### config.mk
export PLATFORM = sky130hd
export DESIGN_NAME = jk_cmd_gen
export DESIGN_NICKNAME = d
export VERILOG_FILES = /design/src/rtl/jk_pkg.sv /design/src/rtl/jk_excite.sv /design/src/rtl/jk_cmd_gen.sv
export SDC_FILE = /design/constraint.sdc
export NUM_CORES = 1
export LEC_CHECK = 0
export CORE_ASPECT_RATIO = 1.4
export CORE_MARGIN = 3
export CORE_UTILIZATION = 50
export CTS_CLUSTER_DIAMETER = 150
export DETAILED_ROUTE_END_ITERATION = 10
export PLACE_DENSITY = 0.85
export REMOVE_ABC_BUFFERS = 1
export SETUP_SLACK_MARGIN = 0.02
export SKIP_LAST_GASP = 1
export SYNTH_ARGS = -nofsm -noshare
export SYNTH_HDL_FRONTEND = slang
export SYNTH_HIERARCHICAL = 1
export SYNTH_SLANG_ARGS = --single-unit
export TNS_END_PERCENT = 30
### constraint.sdc
create_clock -name clk -period 4.1 [get_ports clk]
set_input_delay 0.82 -clock clk [delete_from_list [all_inputs] [get_ports clk]]
set_output_delay 0.82 -clock clk [all_outputs]
set_load 0.02 [all_outputs]
### src/rtl/jk_pkg.sv
// Shared command encoding and FSM states for the JK command generator.
package jk_pkg;
    localparam logic [1:0] JK_HOLD   = 2'b00;
    localparam logic [1:0] JK_RESET  = 2'b01;
    localparam logic [1:0] JK_SET    = 2'b10;
    localparam logic [1:0] JK_TOGGLE = 2'b11;

    typedef enum logic [1:0] {
        ST_IDLE  = 2'd0,
        ST_CLEAR = 2'd1,
        ST_SHIFT = 2'd2,
        ST_DONE  = 2'd3
    } state_t;
endpackage

### src/rtl/jk_excite.sv
// Excitation for a JK flop: command {j,k} that moves q to target bit b.
module jk_excite
    import jk_pkg::*;
#(
    parameter int MODE = 0
) (
    input  logic       b,
    input  logic       q,
    output logic [1:0] jk
);
    always_comb begin
        jk = JK_HOLD;
        if (b != q) jk = (MODE != 0) ? JK_TOGGLE : (b ? JK_SET : JK_RESET);
    end
endmodule

### src/rtl/jk_cmd_gen.sv
// Serialises a target pattern into a {j,k} command stream, tracking the
// downstream q so matching bits are sent as HOLD.
module jk_cmd_gen
    import jk_pkg::*;
#(
    parameter int WIDTH     = 8,
    parameter int MODE      = 0,
    parameter int MSB_FIRST = 1
) (
    input  logic             clk,
    input  logic             rst,
    input  logic             in_valid,
    output logic             in_ready,
    input  logic [WIDTH-1:0] in_data,
    input  logic             in_init,
    output logic             j,
    output logic             k,
    output logic             ff_rst,
    output logic             q_model,
    output logic             busy,
    output logic             done
);
    localparam int CW = $clog2(WIDTH + 1);

    state_t           state;
    logic [WIDTH-1:0] sreg;
    logic [CW-1:0]    cnt;
    logic             cur_bit;
    logic [1:0]       cmd;

    assign cur_bit  = (MSB_FIRST != 0) ? sreg[WIDTH-1] : sreg[0];
    assign in_ready = (state == ST_IDLE);
    assign busy     = (state != ST_IDLE);
    assign done     = (state == ST_DONE);

    jk_excite #(.MODE(MODE)) u_excite (
        .b  (cur_bit),
        .q  (q_model),
        .jk (cmd)
    );

    always_ff @(posedge clk or negedge rst) begin
        if (!rst) begin
            state   <= ST_IDLE;
            sreg    <= '0;
            cnt     <= '0;
            j       <= 1'b0;
            k       <= 1'b0;
            ff_rst  <= 1'b0;
            q_model <= 1'b0;
        end else begin
            case (state)
                ST_IDLE: begin
                    {j, k} <= JK_HOLD;
                    ff_rst <= 1'b0;
                    if (in_valid) begin
                        sreg  <= in_data;
                        cnt   <= CW'(WIDTH);
                        state <= in_init ? ST_CLEAR : ST_SHIFT;
                    end
                end
                ST_CLEAR: begin
                    // One-cycle clear of the downstream flop; model follows.
                    ff_rst  <= 1'b1;
                    {j, k}  <= JK_HOLD;
                    q_model <= 1'b0;
                    state   <= ST_SHIFT;
                end
                ST_SHIFT: begin
                    {j, k}  <= cmd;
                    q_model <= cur_bit;
                    ff_rst  <= 1'b0;
                    sreg    <= (MSB_FIRST != 0) ? {sreg[WIDTH-2:0], 1'b0}
                                                : {1'b0, sreg[WIDTH-1:1]};
                    cnt     <= cnt - CW'(1);
                    if (cnt == CW'(1)) state <= ST_DONE;
                end
                ST_DONE: begin
                    {j, k} <= JK_HOLD;
                    ff_rst <= 1'b0;
                    state  <= ST_IDLE;
                end
                default: state <= ST_IDLE;
            endcase
        end
    end
endmodule

; Yosys cells after proc, flatten, opt, wreduce, memory -nomap -nowiden
; Cells that the tools add are included.
; W data, S select, Z words.
[totals]
reg_bits = 18
out_inout_bits = 7
word_cells = 37
inputBits = 12
[op_classes]
n_reduce_logical = 8
add_sub_neg = 1
n_eq_ne = 7
muxes = 14
[ops]
columns = cell, n
row1 = $pmux W8 S2, 1
row2 = $mux W2, 5
row3 = $mux W8, 1
row4 = $pmux W1 S2, 4
row5 = $pmux W2 S4, 1
row6 = $pmux W4 S2, 1
row7 = $reduce_bool A2 Y1, 3
row8 = $reduce_or A3 Y1, 2
row9 = $eq A2 B2 Y1 const B, 2
row10 = $eq A4 B1 Y1 const B, 1
row11 = $mux W4, 1
row12 = $ne A2 B2 Y1 const B, 2
row13 = $reduce_and A2 Y1, 2
row14 = $sub A4 B1 Y4 const B, 1
row15 = $eq A2 B1 Y1 const B, 1
row16 = $logic_not A2 Y1, 1
row17 = $ne A1 B1 Y1, 1

; Longest topological paths before layout
; Gate-level depths: netlist (run 1).
[depth]
ltp_word = 3
mapped_depth = 7
depth_no_buf = 5

; Cells and area by module
; The synthesis (run 1) kept the hierarchy.
[by_module_without_submodules]
columns = module, area_per_inst_um2, seq_area_each_um2, cells_per_inst, n_inst
row1 = jk_cmd_gen, 952.2, 450.4, 90, 1
row2 = jk_excite, 15.0, 0.0, 2, 1

; Worst setup path after synthesis (run 1)
; No wires, ideal clock.
[synth_timing]
kind = register to output
from = register state[0]
to = output busy
path_slack_ps = 2198
stages_incl_launch_ff = 4
arrival_time_ps = 1082
n_path_buf = 0
t_required_ps = 3280
cell_sequence = dfrtp_1 -> inv_1 -> ha_1 -> inv_1
[synth_between]
elab_chain_cells = 1
[synth_lines]
columns = element, line_no
row1 = from (decl), jk_cmd_gen.sv:25  ; state_t state;
row2 = from (signal assigned), jk_cmd_gen.sv:59  ; state <= in_init ? ST_CLEAR : ST_SHIFT;
row3 = $reduce_bool A2 Y1, jk_cmd_gen.sv:33  ; assign busy = (state != ST_IDLE);
row4 = to (decl), jk_cmd_gen.sv:20  ; output logic busy,
; Every way passes these cells.

; Worst setup path after layout (run 1)
[layout_timing]
from = register state[1]
to = output busy
; The elaborated chain is that of the path after synthesis.

==> results of run 1 <==
==> per-layer routing <==
layer / vias up / share of wire (%)
met5: - / 0
met3: 2 / 3.6
li1: 349 / -
met2: 13 / 54
met1: 323 / 42
met4: 0 / 0.63
==> stage by stage <==
| step | total power, W | area (sq um) | instances | utilization, % | hold WS, ns |
|---|---|---|---|---|---|
| after CTS | 0.000903 | 1200 | 131 | 66.4 | 0.495 |
| after global placement | 0.000772 | 1160 | 127 | 64.4 | 0.462 |
| after floorplan | 0.000641 | 947 | 88 | - | 0.450 |
| final | 0.000890 | 1200 | 131 | 66.4 | 0.488 |
| after detailed placement | 0.000795 | 1160 | 127 | 64.4 | 0.471 |
| after global routing | 0.000976 | 1200 | 131 | 66.4 | 0.529 |
==> synthesized netlist by cell type <==
| library cell | number |
|---|---|
| sky130_fd_sc_hd__a2111oi_4 | 1 |
| sky130_fd_sc_hd__a211oi_1 | 1 |
| sky130_fd_sc_hd__a221o_1 | 1 |
| sky130_fd_sc_hd__a22o_1 | 1 |
| sky130_fd_sc_hd__a2bb2oi_1 | 1 |
| sky130_fd_sc_hd__and2_1 | 3 |
| sky130_fd_sc_hd__and2b_2 | 1 |
| sky130_fd_sc_hd__and4b_1 | 1 |
| sky130_fd_sc_hd__buf_2 | 4 |
| sky130_fd_sc_hd__dfrtp_1 | 18 |
| sky130_fd_sc_hd__ha_1 | 7 |
| sky130_fd_sc_hd__inv_1 | 7 |
| sky130_fd_sc_hd__mux2i_1 | 8 |
| sky130_fd_sc_hd__nand2_1 | 10 |
| sky130_fd_sc_hd__nand2b_1 | 2 |
| sky130_fd_sc_hd__nand3_1 | 2 |
| sky130_fd_sc_hd__nor2b_1 | 4 |
| sky130_fd_sc_hd__nor3_1 | 2 |
| sky130_fd_sc_hd__nor3b_1 | 2 |
| sky130_fd_sc_hd__o21ai_0 | 13 |
| sky130_fd_sc_hd__o21ai_2 | 1 |
| sky130_fd_sc_hd__or2b_1 | 1 |
| sky130_fd_sc_hd__or3b_4 | 1 |
==> worst register-to-register path, stage by stage (launching register included) <==
cell and delay [ns]:
sky130_fd_sc_hd__dfrtp_1 0.42, sky130_fd_sc_hd__inv_1 0.15, sky130_fd_sc_hd__ha_1 0.66, sky130_fd_sc_hd__mux2i_1 0.15, sky130_fd_sc_hd__buf_4 0.24, sky130_fd_sc_hd__a221o_1 0.30
sky130_fd_sc_hd__o21ai_2 0.06
==> logic make-up after synthesis <==
group	synth area share, %
compound gates	14.1
fa+ha+maj	9.06
mux	8.28
buf+inv	4.79
flops	46.6
simple gates	17.2
==> sequential cells by signal (all words and copies together) (netlist names) <==
signal / count
sreg: 8
cnt: 4
state: 2
ff_rst: 1
j: 1
k: 1
q_model: 1
==> layout make-up <==
cell class / count / area (sq um) / area share, %
multi-input cells: 63 / 470 / 39.3
flip-flops and latches: 18 / 450 / 37.7
repair buffers: 19 / 188 / 15.7
clock buffers: 4 / 36.3 / 3.03
inverters: 7 / 26.3 / 2.20
well taps: 20 / 25.0 / 2.09
==> how the worst max path moves through the flow <==
stage | startpoint | to | slack (ns) | depth (start not counted)
final | state[1] | busy | 1.40 | 4
after global routing | state[1] | busy | 1.28 | 4
after CTS | state[0] | busy | 1.39 | 4
after detailed placement | state[0] | busy | 1.73 | 4
after global placement | state[0] | busy | 1.79 | 4
after floorplan | state[0] | cnt[2] | 1.82 | 5
==> power breakdown <==
group	internal (W)	switching, W
logic	0.000220	0.000251
clock network	0.0000541	0.0000538
registers	0.000257	0.0000533
total	0.000532	0.000358
==> parameters.txt, run 1 <==
Parameter                              Value

Placed design
  Dpl hpwl ... approximately 1200 um
  Quantity of I/O buffers inserted on ports ... 18
  Gpl congestion ... 0.692
  Worst setup slack before clock tree synthesis ... about 1.7 ns

Hold path
  Worst hold path stage count ... 2
  End of the worst hold path ... sreg[2]
  Min-delay src ... sreg[2]
  Min-delay worst type ... register to register

Critical path
  FF-to-FF setup slack ... roughly 2.1 ns
  Startpoint-to-endpoint class of the critical path ... register to output pin
  Type of destination of the critical path ... output pin
  Critical Path Slowest Stage Cell ... sky130_fd_sc_hd__clkdlybuf4s50_1
  Critical path fanouts, max ... 5
  Buffers and inverters on the worst path ... 3
  Ordered list of cells on the worst path ... inv_1 -> ha_1 -> inv_1 -> clkdlybuf4s50_1
  Worst-case reg-to-reg path depth ... 6
  Crit-path leading delay family ... buffers and inverters
  Library cell appearing most often on the critical path ... sky130_fd_sc_hd__inv_1
  Critical register-to-register path endpoint ... state[0]
  Data required time of the critical path ... 3.28 ns
  Arrival time of data at the critical path endpoint ... 1.88 ns
  Type of element launching the critical path ... register
  Largest stage delay, worst path ... around 0.64 ns
  Launch point of the worst reg-to-reg path ... state[0]

Run
  Max-capacitance violation count ... 0

Finish
  Fin nets ... roughly 130
  Fraction of final layout cells sized beyond drive strength 1 ... between 8 and 9%
  Count of fill cells added during filler insertion ... between 150 and 200
  Layout overhead on the synthesized area ... 23.7%
  Commonest cells after routing, fill and taps aside ... 18 x sky130_fd_sc_hd__dfrtp_1, 18 x sky130_fd_sc_hd__clkdlybuf4s50_1, 13 x sky130_fd_sc_hd__o21ai_0
  Antenna cell count ... 0

Logic synthesis
  Proportion of netlist area held by the largest area contributor ... between 40 and 50%
  Leading area contributor after synthesis ... sky130_fd_sc_hd__dfrtp_1
  Synth area leaders ... sky130_fd_sc_hd__dfrtp_1 47%, sky130_fd_sc_hd__ha_1 9.1%, sky130_fd_sc_hd__mux2i_1 8.3%
  Synth Cell Area ... a little under 1000 sq um
  Sequential element share of the synthesized area ... between 40% and 50%
  Syn Inst Count ... slightly above 90
  Yosys warns ... 6
  Mean instance size in the synthesized netlist ... around 11 sq um
  Number of flip-flops and latches in the synthesized netlist ... 18
  Number of distinct standard cells referenced by the synthesized netlist ... 23

Global route
  Overflow left after global routing ... 0
  Layer with the highest usage after global routing ... met2
  Global routing usage summed across all routing layers ... around 15%
  Number of global-route vias before repair ... just under 700
  Wire length of the first global-routing pass ... 2860 um
  Met2 global-route usage ... between 20% and 30%
  Largest net degree at the start of global routing ... 24
  Met3 GRT Util ... 2.80%
  Grt met1 use ... 17.1%
  Number of antenna violations at the first check in global routing ... 0

Die
  Io pins ... 19
  Initial core utilization ... around 54%
  Area of the placeable core ... 1800 sq um
  Horizontal die dimension ... 43.2 um
  Site Rows ... 18
  Floorplan die height ... approximately 58 um
  Area enclosed by the die boundary ... 2510 sq um

STA
  Setup violators final ... 0
  Unrepaired setup endpoints after global routing ... false
  Number of pins exceeding their max-slew limit in the final report ... 0
  Worst slew margin relative to its limit ... 47.3%
  Min Clock Period, post-route ... roughly 2.7 ns
  Minimum setup slack in the final design ... roughly 1.4 ns
  Actual slew at the worst max-slew pin ... about 0.8 ns
  Setup TNS ... 0 ns
  Maximum clock frequency ... 0.371 GHz
  Count of endpoints failing hold in the final timing report ... 0
  Share of the cycle needed by the critical path after routing ... between 60% and 70%
  Worst clock skew on the final layout ... between 0.001 and 0.0015 ns

Power
  Leakage power of the design ... around 0.54 nW
  Maximum resistive drop on vdd ... approximately 0.46 mV
  Ratio of total power to cell area ... roughly 740 nW/um^2

Clock tree
  Clk Latency, worst-skew pair ... 0.29 ns
  Deepest level of the CTS H-tree ... 1
  Clock transition time at the flip-flop clock pins of the worst setup and hold paths ... approximately 0.10 ns
  Post-CTS Resized ... 0
  Setup fix buffers added after clock tree synthesis ... 0
  CTS max path bufs ... 2
  Number of buffers inserted during clock tree synthesis ... 3
  Total number of clock tree sinks ... 18
  Hold-fix buffer count after cts ... 0
  CTS tree ... built
  Root Buffer Master ... sky130_fd_sc_hd__clkbuf_4

Drt
  Total Routed Length ... roughly 1600 um
  Count of routing violations after the opening detailed-route iteration ... 5
  Total via count in the routed design ... between 600 and 700
  ANT nets after route ... 0
  Number of remaining DRC errors ... 0
  Wirelength per Cell ... approximately 12 um
  Mean number of vias per cell ... between 5 and 6
  Detailed-routing iteration count for the pre-antenna-repair pass ... 2

Status
  Outcome ... complete, no violations
Power figures use the tool's default switching activity.
==> run 2, diff against run 1 <==
==> constraint.sdc (replaced) <==
create_clock -name clk -period 2.5 [get_ports clk]
set_input_delay 0.5 -clock clk [delete_from_list [all_inputs] [get_ports clk]]
set_output_delay 0.5 -clock clk [all_outputs]
set_load 0.02 [all_outputs]
==> run 2 against run 1 <==
Power increased by 67%; die area is the same; global-route usage decreased by 0.49 points; clock power up 68%; largest cell class unchanged; clock skew up 0.0022 ns; final cell count increased by 0.76%; via count grew 2.6%; wire length grew 4.9%.
==> parameters.txt, run 2 (same netlist as run 1, synthesis figures left out) <==
Parameter                              Value

Clock tree
  CTS max path bufs ... 2
  Clk Latency, worst-skew pair ... ~0.30 ns
  Total number of clock tree sinks ... 18
  CTS tree ... built
  Root Buffer Master ... sky130_fd_sc_hd__clkbuf_4
  Post-CTS Resized ... 0
  Hold-fix buffer count after cts ... 0
  Clock transition time at the flip-flop clock pins of the worst setup and hold paths ... ~0.10 ns
  Deepest level of the CTS H-tree ... 1
  Setup fix buffers added after clock tree synthesis ... 0
  Number of buffers inserted during clock tree synthesis ... 3

Critical path
  Worst-case reg-to-reg path depth ... 6
  Number of cells on the critical path ... 4
  Startpoint-to-endpoint class of the critical path ... register to output pin
  Largest stage delay, worst path ... 0.63 ns
  Startpoint of the most critical setup path ... state[1]
  Crit-path leading delay family ... buffers and inverters
  Arrival time of data at the critical path endpoint ... 1.89 ns
  Critical register-to-register path endpoint ... cnt[3]
  Buffers and inverters on the worst path ... 3
  Worst setup endpoint ... busy
  Ordered list of cells on the worst path ... inv_1 -> ha_1 -> inv_1 -> clkdlybuf4s50_1
  Type of destination of the critical path ... output pin
  Critical path fanouts, max ... 5
  Library cell appearing most often on the critical path ... sky130_fd_sc_hd__inv_1
  Launch point of the worst reg-to-reg path ... state[0]
  FF-to-FF setup slack ... about 0.70 ns
  Critical Path Slowest Stage Cell ... sky130_fd_sc_hd__clkdlybuf4s50_1
  Data required time of the critical path ... ~2 ns
  Type of element launching the critical path ... register

Finish
  Fin nets ... between 100 and 150
  Cell Count, Final, Fillers Out ... 132
  Largest register by flop count ... sreg
  Commonest cells after routing, fill and taps aside ... 18 x sky130_fd_sc_hd__dfrtp_1, 18 x sky130_fd_sc_hd__clkdlybuf4s50_1, 13 x sky130_fd_sc_hd__o21ai_0
  Fraction of final layout cells sized beyond drive strength 1 ... 8.93%
  Antenna cell count ... 0
  Storage element area ... approximately 450 sq um
  Layout overhead on the synthesized area ... 24.4%
  Footprint of the multi-input gates ... 470 sq um
  Count of fill cells added during filler insertion ... about 150
  Post-route cell area ... approximately 1200 sq um
  Max reg flops ... 8
  Registers with the highest flip-flop counts ... sreg (8), cnt (4), state (2)

Die
  Floorplan die height ... just under 60 um
  Area of the placeable core ... 1800 sq um
  Io pins ... 19
  Area enclosed by the die boundary ... between 2000 and 3000 sq um
  Site Rows ... 18
  Horizontal die dimension ... 43.2 um
  Initial core utilization ... ~54%

Drt
  Total Routed Length ... roughly 1700 um
  Wirelength per Cell ... ~13 um
  Count of routing violations after the opening detailed-route iteration ... 8
  Mean number of vias per cell ... between 5 and 6
  Number of remaining DRC errors ... 0
  Total via count in the routed design ... 705
  Detailed-routing iteration count for the pre-antenna-repair pass ... 4
  ANT nets after route ... 0

STA
  Setup TNS ... 0 ns
  Maximum clock frequency ... roughly 0.42 GHz
  Min Clock Period, post-route ... between 2 and 2.5 ns
  Worst slew margin relative to its limit ... 48.9%
  Unrepaired setup endpoints after global routing ... false
  Setup violators final ... 0
  Number of pins exceeding their max-slew limit in the final report ... 0
  Count of endpoints failing hold in the final timing report ... 0
  Share of the cycle needed by the critical path after routing ... between 90% and 100%
  Worst clock skew on the final layout ... about 0.0037 ns
  Minimum setup slack in the final design ... ~0.11 ns
  Actual slew at the worst max-slew pin ... between 0.7 and 0.8 ns

Global route
  Number of antenna violations at the first check in global routing ... 0
  Grt met1 use ... 16.2%
  Largest net degree at the start of global routing ... 24
  Overflow left after global routing ... 0
  Wire length of the first global-routing pass ... around 2700 um
  Met2 global-route usage ... roughly a quarter
  Global routing usage summed across all routing layers ... ~14%
  Met3 GRT Util ... around 1.9%
  Layer with the highest usage after global routing ... met2
  Number of global-route vias before repair ... between 600 and 700

Placed design
  Dpl hpwl ... about 1300 um
  Number of placed cells counting well taps ... between 100 and 150
  Quantity of I/O buffers inserted on ports ... 18
  Gpl congestion ... between 0.7 and 0.8
  Total placed instance area ... between 1000 and 1500 sq um
  Worst setup slack before clock tree synthesis ... about 0.44 ns

Hold path
  Min-delay worst type ... register to register

Power
  Ratio of total power to cell area ... between 1000 and 1500 nW/um^2
  Maximum resistive drop on vdd ... 1.12 mV
  Leakage power of the design ... 0.543 nW
  Final total power ... about 0.0015 W

Status
  Outcome ... complete, no violations

Run
  Max-capacitance violation count ... 0
[run 2: cell types whose count changed in the layout (fill, tap and decap cells not counted), sizes merged]
cell,previous run,this run
buf,1,2
[run 2: worst register-to-register path, stage by stage (launching register included)]
cell and delay [ns]:
sky130_fd_sc_hd__dfrtp_1 0.41, sky130_fd_sc_hd__inv_1 0.15, sky130_fd_sc_hd__ha_1 0.30, sky130_fd_sc_hd__mux2i_1 0.21, sky130_fd_sc_hd__buf_4 0.25, sky130_fd_sc_hd__and4b_1 0.23
sky130_fd_sc_hd__nor3_1 0.16
[run 2: worst min-delay path by stage]
stage | startpoint | end | slack, ns | cells after the start
final | sreg[4] | sreg[4] | 0.49 | 2
after global routing | sreg[4] | sreg[4] | 0.52 | 2
after CTS | sreg[4] | sreg[4] | 0.50 | 2
after detailed placement | sreg[4] | sreg[4] | 0.47 | 2
after global placement | sreg[6] | sreg[6] | 0.46 | 2
after floorplan | rst | cnt[0] | 0.20 | 0
[run 2: final cells by class]
class | instances | share of cell area [%]
Clock buffer | 4 | 3.01
Inverter | 7 | 2.18
Multi-Input combinational cell | 63 | 39.1
Sequential cell | 18 | 37.4
Tap cell | 20 | 2.08
Timing Repair Buffer | 20 | 16.2
[run 2: power breakdown]
part / leakage [nW] / internal, W / switching (W)
clock: 0.0210 / 0.0000889 / 0.0000920
combinational: 0.296 / 0.000372 / 0.000430
sequential: 0.226 / 0.000422 / 0.0000840
total: 0.543 / 0.000883 / 0.000606
[run 2: through the flow]
step / hold WS (ns) / util, %
final: 0.489 / 66.8
after global routing: 0.524 / 66.8
after detailed placement: 0.471 / 64.8
after floorplan: 0.204 / -
after global placement: 0.463 / 64.8
after CTS: 0.495 / 66.8
[run 2: metal layers]
layer | share of wire [%] | up-vias
met2 | 53 | 18
met1 | 41 | 332
met3 | 4.4 | 2
met4 | 1.5 | 0
li1 | - | 353
met5 | 0 | -
==> run 3, diff against run 2 <==
--- a/config.mk
+++ b/config.mk
@@ -5,7 +5,7 @@
 export SDC_FILE = /design/constraint.sdc
 export NUM_CORES = 1
 export LEC_CHECK = 0
-export CORE_ASPECT_RATIO = 1.4
+export CORE_ASPECT_RATIO = 1.2
 export CORE_MARGIN = 3
 export CORE_UTILIZATION = 50
 export CTS_CLUSTER_DIAMETER = 150
==> run 3 against run 2 <==
Final cell count stayed put; combinational power rose by 1%; register-to-register slack about the same; clock skew grew 0.0072 ns.
==> parameters.txt, run 3 (same netlist as run 1, synthesis figures left out) <==
Parameter                              Value

Finish
  Fraction of final layout cells sized beyond drive strength 1 ... roughly a tenth
  Layout overhead on the synthesized area ... 26.0%
  Post-route cell area ... between 1000 and 1500 sq um
  Largest register by flop count ... sreg
  Footprint of the multi-input gates ... 470 sq um
  Fin nets ... about 130
  Registers with the highest flip-flop counts ... sreg (8), cnt (4), state (2)
  Most common cell after layout, fill and taps aside ... sky130_fd_sc_hd__dfrtp_1
  Count of fill cells added during filler insertion ... roughly 140
  Max reg flops ... 8
  Cell Count, Final, Fillers Out ... between 100 and 150
  Storage element area ... 450 sq um
  Commonest cells after routing, fill and taps aside ... 18 x sky130_fd_sc_hd__dfrtp_1, 17 x sky130_fd_sc_hd__clkdlybuf4s50_1, 13 x sky130_fd_sc_hd__o21ai_0
  Antenna cell count ... 0

Status
  Outcome ... complete, no violations

STA
  Setup TNS ... 0 ns
  Maximum clock frequency ... 0.439 GHz
  Unrepaired setup endpoints after global routing ... false
  Min Clock Period, post-route ... 2.28 ns
  Count of endpoints failing hold in the final timing report ... 0
  Share of the cycle needed by the critical path after routing ... approximately nine tenths
  Worst clock skew on the final layout ... between 0.01 and 0.015 ns
  Actual slew at the worst max-slew pin ... ~0.45 ns
  Setup violators final ... 0
  Worst slew margin relative to its limit ... a little over two thirds
  Number of pins exceeding their max-slew limit in the final report ... 0
  Minimum setup slack in the final design ... between 0.2 and 0.25 ns

Die
  Io pins ... 19
  Site Rows ... 16
  Floorplan die height ... around 54 um
  Initial core utilization ... a little under three fifths
  Area enclosed by the die boundary ... ~2500 sq um
  Horizontal die dimension ... ~46 um
  Area of the placeable core ... between 1500 and 2000 sq um

Run
  Max-capacitance violation count ... 0

Drt
  ANT nets after route ... 0
  Met3 WL post-DR ... between 60 and 70 um
  Total via count in the routed design ... around 700
  Number of remaining DRC errors ... 0
  Wirelength per Cell ... between 10 and 15 um
  Highest metal layer used by the detailed router ... met4
  Wire length on met2 ... between 800 and 900 um
  Mean number of vias per cell ... between 5 and 6
  Detailed-routing iteration count for the pre-antenna-repair pass ... 5
  Count of routing violations after the opening detailed-route iteration ... 18
  Met1 Routed Length ... ~750 um
  Total Routed Length ... 1690 um

Global route
  Number of global-route vias before repair ... roughly 660
  Wire length of the first global-routing pass ... 2810 um
  Overflow left after global routing ... 0
  Largest net degree at the start of global routing ... 19
  Number of antenna violations at the first check in global routing ... 0
  Global routing usage summed across all routing layers ... between 10% and 20%

Critical path
  Critical path fanouts, max ... 5
  Startpoint-to-endpoint class of the critical path ... register to output pin
  Type of element launching the critical path ... register
  Type of destination of the critical path ... output pin
  Arrival time of data at the critical path endpoint ... between 1.5 and 2 ns
  Data required time of the critical path ... roughly 2 ns

Placed design
  Dpl hpwl ... about 1300 um
  Number of placed cells counting well taps ... approximately 130
  Gpl congestion ... slightly above 0.7
  Worst setup slack before clock tree synthesis ... approximately 0.41 ns
  Total placed instance area ... 1180 sq um
  Quantity of I/O buffers inserted on ports ... 18

Clock tree
  Clock transition time at the flip-flop clock pins of the worst setup and hold paths ... approximately 0.11 ns
  Root Buffer Master ... sky130_fd_sc_hd__clkbuf_4
  Deepest level of the CTS H-tree ... 1
  Setup fix buffers added after clock tree synthesis ... 0
  Clk Latency, worst-skew pair ... 0.29 ns
  Total number of clock tree sinks ... 18
  Hold-fix buffer count after cts ... 0
  CTS tree ... built
  Number of buffers inserted during clock tree synthesis ... 3
  CTS max path bufs ... 2

Power
  Ratio of total power to cell area ... between 1000 and 1500 nW/um^2
  Maximum resistive drop on vdd ... 0.784 mV
  Final total power ... approximately 0.0015 W
  Leakage power of the design ... between 0.5 and 0.6 nW

Hold path
  Min-delay worst type ... register to register
-- run 3: cell types whose count changed in the layout (fill, tap and decap cells not counted) --
| cell | before | now |
|---|---|---|
| sky130_fd_sc_hd__dlymetal6s2s_1 | 0 | 1 |
| sky130_fd_sc_hd__clkdlybuf4s50_1 | 18 | 17 |
| sky130_fd_sc_hd__buf_4 | 2 | 4 |
-- run 3: worst paths after layout --
check                          from        to  slack (ns)  cells after the start
setup / recovery           state[0]  in_ready        0.22                      3
hold / removal              sreg[5]   sreg[5]        0.50                      2
setup reg to reg           state[0]    cnt[3]        0.69                      6
hold reg to reg             sreg[5]   sreg[5]        0.50                      2
max in group asynchronous       rst   sreg[3]        1.76                      2
min in group asynchronous       rst  state[0]        0.53                      2
-- run 3: final cells by class --
type                            count  area share (%)
Timing Repair Buffer               22            17.5
Tap cell                           18            1.85
Inverter                            7            2.16
Multi-Input combinational cell     63            38.6
Clock buffer                        4            2.98
Sequential cell                    18            37.0
-- run 3: metal layers --
layer  vias up  global-route usage [%]
met5         -                       0
li1        358                       -
met2        13                    27.1
met4         0                    5.69
met1       339                    18.8
met3         2                    2.01
-- run 3: report_power, final --
part           switching, W  internal [W]  total, W
sequential        0.0000909      0.000422  0.000513
combinational      0.000428      0.000385  0.000813
clock             0.0000874     0.0000886  0.000176
total              0.000606      0.000896   0.00150
-- run 3: metrics by stage --
step                hold slack, ns  utilization [%]
floorplan                    0.204                -
global placement             0.462             68.5
detailed placement           0.481             68.5
CTS                          0.509             70.6
global route                 0.529             70.8
finish                       0.504             70.8
-- run 3: worst max-delay path: stages, from the launching register on --
cell	delay (ns)
sky130_fd_sc_hd__dfrtp_1	0.42
sky130_fd_sc_hd__inv_1	0.15
sky130_fd_sc_hd__ha_1	0.28
sky130_fd_sc_hd__clkdlybuf4s50_1	0.64
-- run 3: repair_timing --
action,in CTS,in global routing
endpoints found under the hold margin,0,0
resized for setup,0,1
setup endpoints to repair,0,1
